[src/rtl/instr_fetch.sv]
// Instruction fetch stage: single-request memory handshake, instruction register and next-PC select.
// Optional misaligned-target halt is compiled in with the FETCH_MISALIGN_EN macro.
module instr_fetch #(
  parameter logic [31:0] RESET_PC  = 32'h0040_0000,
  parameter logic [31:0] NOP_INSTR = 32'h0000_0013
) (
  input  logic        iCLK,
  input  logic        iRSTn,
  input  logic        iStall,
  input  logic [1:0]  iOrigPC,
  input  logic        iBranchTaken,
  input  logic [31:0] iImm,
  input  logic [31:0] iJalrTarget,
  output logic        oIMemReq,
  output logic [31:0] oIMemAddr,
  input  logic        iIMemAck,
  input  logic [31:0] iIMemData,
  output logic [31:0] oInstr,
  output logic [31:0] oPC,
  output logic [31:0] oPCPlus4,
  output logic        oInstrValid,
  output logic        oMisalign
);

  typedef enum logic [1:0] {
    IDLE  = 2'b00,
    REQ   = 2'b01,
    VALID = 2'b10,
    HALT  = 2'b11
  } state_t;

  state_t      state_q, state_d;
  logic [31:0] pc_q, pc_d;
  logic [31:0] instr_q, instr_d;
  logic        req_q, valid_q;
  logic [31:0] pc_plus4_s;
  logic [31:0] target_s;

  // Next-PC candidate selected by the control unit; all arithmetic wraps at 32 bits.
  always_comb begin
    pc_plus4_s = pc_q + 32'd4;
    target_s   = pc_plus4_s;
    case (iOrigPC)
      2'b00: target_s = pc_plus4_s;
      2'b01: begin
        if (iBranchTaken) begin
          target_s = pc_q + iImm;
        end else begin
          target_s = pc_plus4_s;
        end
      end
      2'b10: target_s = pc_q + iImm;
      2'b11: target_s = iJalrTarget & 32'hFFFF_FFFE;
      default: target_s = pc_plus4_s;
    endcase
  end

  // Fetch FSM next-state, PC and instruction-register update.
  always_comb begin
    state_d = state_q;
    pc_d    = pc_q;
    instr_d = instr_q;
    case (state_q)
      IDLE: state_d = REQ;
      REQ: begin
        if (iIMemAck) begin
          instr_d = iIMemData;
          state_d = VALID;
        end else begin
          state_d = REQ;
        end
      end
      VALID: begin
        if (!iStall) begin
`ifdef FETCH_MISALIGN_EN
          pc_d = target_s;
          if (target_s[1:0] != 2'b00) begin
            state_d = HALT;
          end else begin
            state_d = REQ;
          end
`else
          pc_d    = target_s & 32'hFFFF_FFFC;
          state_d = REQ;
`endif
        end else begin
          state_d = VALID;
        end
      end
      HALT: state_d = HALT;
      default: state_d = IDLE;
    endcase
  end

  // State, PC, instruction register and registered status flags.
  always_ff @(posedge iCLK or negedge iRSTn) begin
    if (!iRSTn) begin
      state_q <= IDLE;
      pc_q    <= RESET_PC;
      instr_q <= NOP_INSTR;
      req_q   <= 1'b0;
      valid_q <= 1'b0;
    end else begin
      state_q <= state_d;
      pc_q    <= pc_d;
      instr_q <= instr_d;
      req_q   <= (state_d == REQ);
      valid_q <= (state_d == VALID);
    end
  end

`ifdef FETCH_MISALIGN_EN
  logic misalign_q;

  // Sticky misalign flag, cleared only by reset.
  always_ff @(posedge iCLK or negedge iRSTn) begin
    if (!iRSTn) begin
      misalign_q <= 1'b0;
    end else begin
      misalign_q <= (state_d == HALT);
    end
  end

  assign oMisalign = misalign_q;
`else
  assign oMisalign = 1'b0;
`endif

  assign oIMemReq    = req_q;
  assign oIMemAddr   = pc_q;
  assign oPC         = pc_q;
  assign oPCPlus4    = pc_plus4_s;
  assign oInstr      = instr_q;
  assign oInstrValid = valid_q;

endmodule

[config.mk]
export PLATFORM = sky130hd
export DESIGN_NAME = instr_fetch
export DESIGN_NICKNAME = d
export VERILOG_FILES = /design/src/rtl/instr_fetch.sv
export SDC_FILE = /design/constraint.sdc
export NUM_CORES = 1
export LEC_CHECK = 0
export ABC_CLOCK_PERIOD_IN_PS = 3730
export CORE_MARGIN = 1
export CORE_UTILIZATION = 43
export CTS_CLUSTER_SIZE = 16
export DETAILED_ROUTE_END_ITERATION = 7
export PLACE_DENSITY = 0.82
export SLEW_MARGIN = 40
export SYNTH_ARGS = -nofsm -noshare
export SYNTH_HDL_FRONTEND = slang
export SYNTH_SLANG_ARGS = --single-unit
[constraint.sdc]
create_clock -name iCLK -period 3.73 [get_ports iCLK]
set_input_delay 0.373 -clock iCLK [delete_from_list [all_inputs] [get_ports iCLK]]
set_output_delay 0.373 -clock iCLK [all_outputs]
set_load 0.01 [all_outputs]
==> flow_summary.yaml <==
clock_network:
  cts_tree: "built"
  root_buffer: "clkbuf_16"
  cts_buffers: 9
  cts_buffer_depth: 2
  ctsHtreeMaxLevel: 3
  clk_latency_ns: 0.33
  path_clk_slew_ns: 0.06
  clock_sinks: 66
run_status:
  status: "completed"
floorplan:
  io_pins: 234
  fp.coreArea_mm2: 0.0120
  dieHeight_um: 113
  rows: 40
  initial_core_util_pct: 44.1
  dieArea_mm2: 0.0128
  die_w_um: 113
placed_design:
  hpwl_mm: 13.0
  io_buffers: 222
  place.gp.congestion: 0.908
  place_area_mm2: 0.00744
worst_setup_path:
  start_kind: "flip-flop"
  arrival_ns: 3.15
  critPathSlowestCell: "clkdlybuf4s50_1"
  endpoint_kind: "output port"
  path_max_fanout: 7
  path_class: "reg -> out"
  cp_cell_sequence: "nand4_2, or3_4, nor4_4, and4_4, and3_1, xor2_1, clkdlybuf4s50_1"
  max_stage_delay_ns: 0.57
  r2r-end: "oIMemAddr[28]"
  r2r_cells: 11
  r2r_start: "oIMemAddr[2]"
  rrSetupSlack_ns: 0.53
  worstPathRequired_ns: 3.36
timing:
  grt_setup_unrepaired: "false"
  max_slew_margin_pct: 49.1
  finalHoldViolCount: 0
  finClkSkew_ns: 0.00573
  fin_setup_tns_ns: 0
  max_clock_freq_ghz: 0.284
  slew_violations: 0
  period_share_pct: 94.5
  tightestPinTransition_ns: 0.763
  setup_viol_count_final: 0
  fin_crit_ns: 3.52
layout:
  final_nets: 915
  layout_common_cells: "221 x clkdlybuf4s50_1, 61 x dfrtp_1, 44 x nand2_1"
  final_common_cell: "clkdlybuf4s50_1"
  synthToLayoutAreaGrowth_pct: 47.2
  final_area_mm2: 0.00780
  drive_above_1_share_pct: 10.1
  antenna_cells: 0
synth:
  syn-instance-count: 589
  synth_warnings: 0
  synth_ff_type: "dfrtp_1"
  syn_area_per_cell_um2: 9.00
  seq_area_frac_synth_pct: 31.3
  synthArstFlopShare_pct: 100
  synth_cell_types: 66
  syn_area_mm2: 0.00530
  synth-seq-cells: 66
  synth_edf_count: 0
routing:
  wirelength_met1_mm: 7.36
  wire_per_inst_um: 18.2
  dr.first_iter.drc_count: 317
  drc: 0
  wl_met2_mm: 7.94
  num_vias: 5354
  dr_wl_met3_mm: 1.32
  dr.pass1.iters: 5
  finalWirelength_mm: 17.0
  top_layer_used: "met4"
  final_antenna_net_count: 0
  via_per_inst: 5.74
power:
  leakage_nw: 3.16
  vdd_drop_max_mv: 0.408
  power_per_cell_area_mw_per_mm2: 851
  total_power_mw: 6.64
grt:
  grt_max_degree: 42
  grt_pass1_vias: 5182
  globalRouteOverflowTotal: 0
  grt_util_all_layers_pct: 26.4
  antenna_found_initial: 0
  grt_pass1_wl_mm: 26.4
hold_path:
  min_path_type: "in -> async"
job:
  drv_cap: 0
-- worst max-delay path by stage --
stage	cells past startpoint	start	endpoint
detailed placement	12	iImm[2]	oIMemAddr[28]
CTS	8	oIMemAddr[2]	oPCPlus4[28]
global placement	12	iImm[2]	oIMemAddr[28]
floorplan	11	oIMemAddr[2]	oIMemAddr[30]
finish	7	oIMemAddr[14]	oPCPlus4[28]
global route	7	oIMemAddr[13]	oPCPlus4[28]
-- timing repair --
action	CTS	global route
gates resized for setup	0	1
hold buffers	0	0
endpoints found under the hold margin	0	0
setup endpoints to repair	0	1
setup buffers	0	1
-- synth_stat cells (all sizes together) (5+ instances only) --
cell type | n | area [µm²]
dfrtp | 62 | 1550
nand2 | 45 | 171
o21ai | 41 | 205
buf | 37 | 278
a21oi | 36 | 180
nor2 | 34 | 128
mux2 | 32 | 360
ha | 30 | 375
xnor2 | 28 | 245
nand3 | 21 | 110
a221oi | 20 | 175
clkbuf | 19 | 71.3
xor2 | 18 | 165
inv | 16 | 60.1
a21o | 13 | 97.6
nor3 | 10 | 55.1
and3 | 9 | 56.3
a22oi | 8 | 60.1
nand4 | 8 | 56.3
and4 | 7 | 66.3
nand2b | 7 | 43.8
a211oi | 6 | 50.1
o211ai | 6 | 45.0
o22ai | 6 | 37.5
or3 | 6 | 42.5
and2 | 5 | 31.3
nand3b | 5 | 37.5
o21a | 5 | 37.5
o21bai | 5 | 37.5
-- state kept, by name, indices dropped and copies added (netlist names) --
| register | cells |
|---|---|
| state_q | 2 |
| oIMemReq | 1 |
| oIMemAddr | 30 |
| oInstrValid | 1 |
| oInstr | 32 |
-- routing by layer --
metal,vias to the layer above,GRT usage [%]
met5,-,0
met4,0,10.4
met3,34,4.39
met2,292,43.8
met1,2498,34.4
li1,2530,-
-- critical path: cells and delay by family (launching register included) --
kind	cells	cell delay, ns
buffers and inverters	1	0.57
AND/OR/NAND/NOR	5	1.57
XOR/XNOR	1	0.17
flip-flops	1	0.50
-- metrics by stage --
stage | hold WS (ns) | setup WS [ns] | instances | utilization (%)
floorplan | 0.0774 | 1.07 | 595 | -
CTS | 0.0474 | 0.129 | 932 | 64.8
global route | 0.0724 | 0.0572 | 933 | 64.9
global placement | 0.487 | 0.463 | 916 | 62.0
detailed placement | 0.396 | 0.322 | 916 | 62.0
finish | 0.0330 | 0.207 | 933 | 64.9
-- final cells by class --
| cell class | count | area [µm²] |
|---|---|---|
| Clock inverter | 6 | 115 |
| Clock buffer | 10 | 229 |
| Tap cell | 147 | 184 |
| Fill cell | 986 | 4210 |
| Multi-Input combinational cell | 457 | 3260 |
| Inverter | 16 | 60.1 |
| Sequential cell | 66 | 1660 |
| Timing Repair Buffer | 231 | 2290 |
-- cells by family (layout without fill, tap and decap cells) --
group	after synthesis	count (layout)	share of synthesized area (%)
multiplexers	34	34	7.18
buffers and inverters	72	263	7.72
XOR/XNOR	46	46	7.75
adder cells (fa/ha/maj)	31	31	7.46
AND/OR/NAND/NOR	171	171	17.5
AO/OA/AOI/OAI	168	168	21.0
flip-flops	66	66	31.3
other	1	7	0.0708
-- power by group --
group | internal [mW] | switching (mW)
clock network | 0.655 | 0.330
registers | 1.09 | 0.475
logic | 2.21 | 1.88
Power figures use the tool's default switching activity.
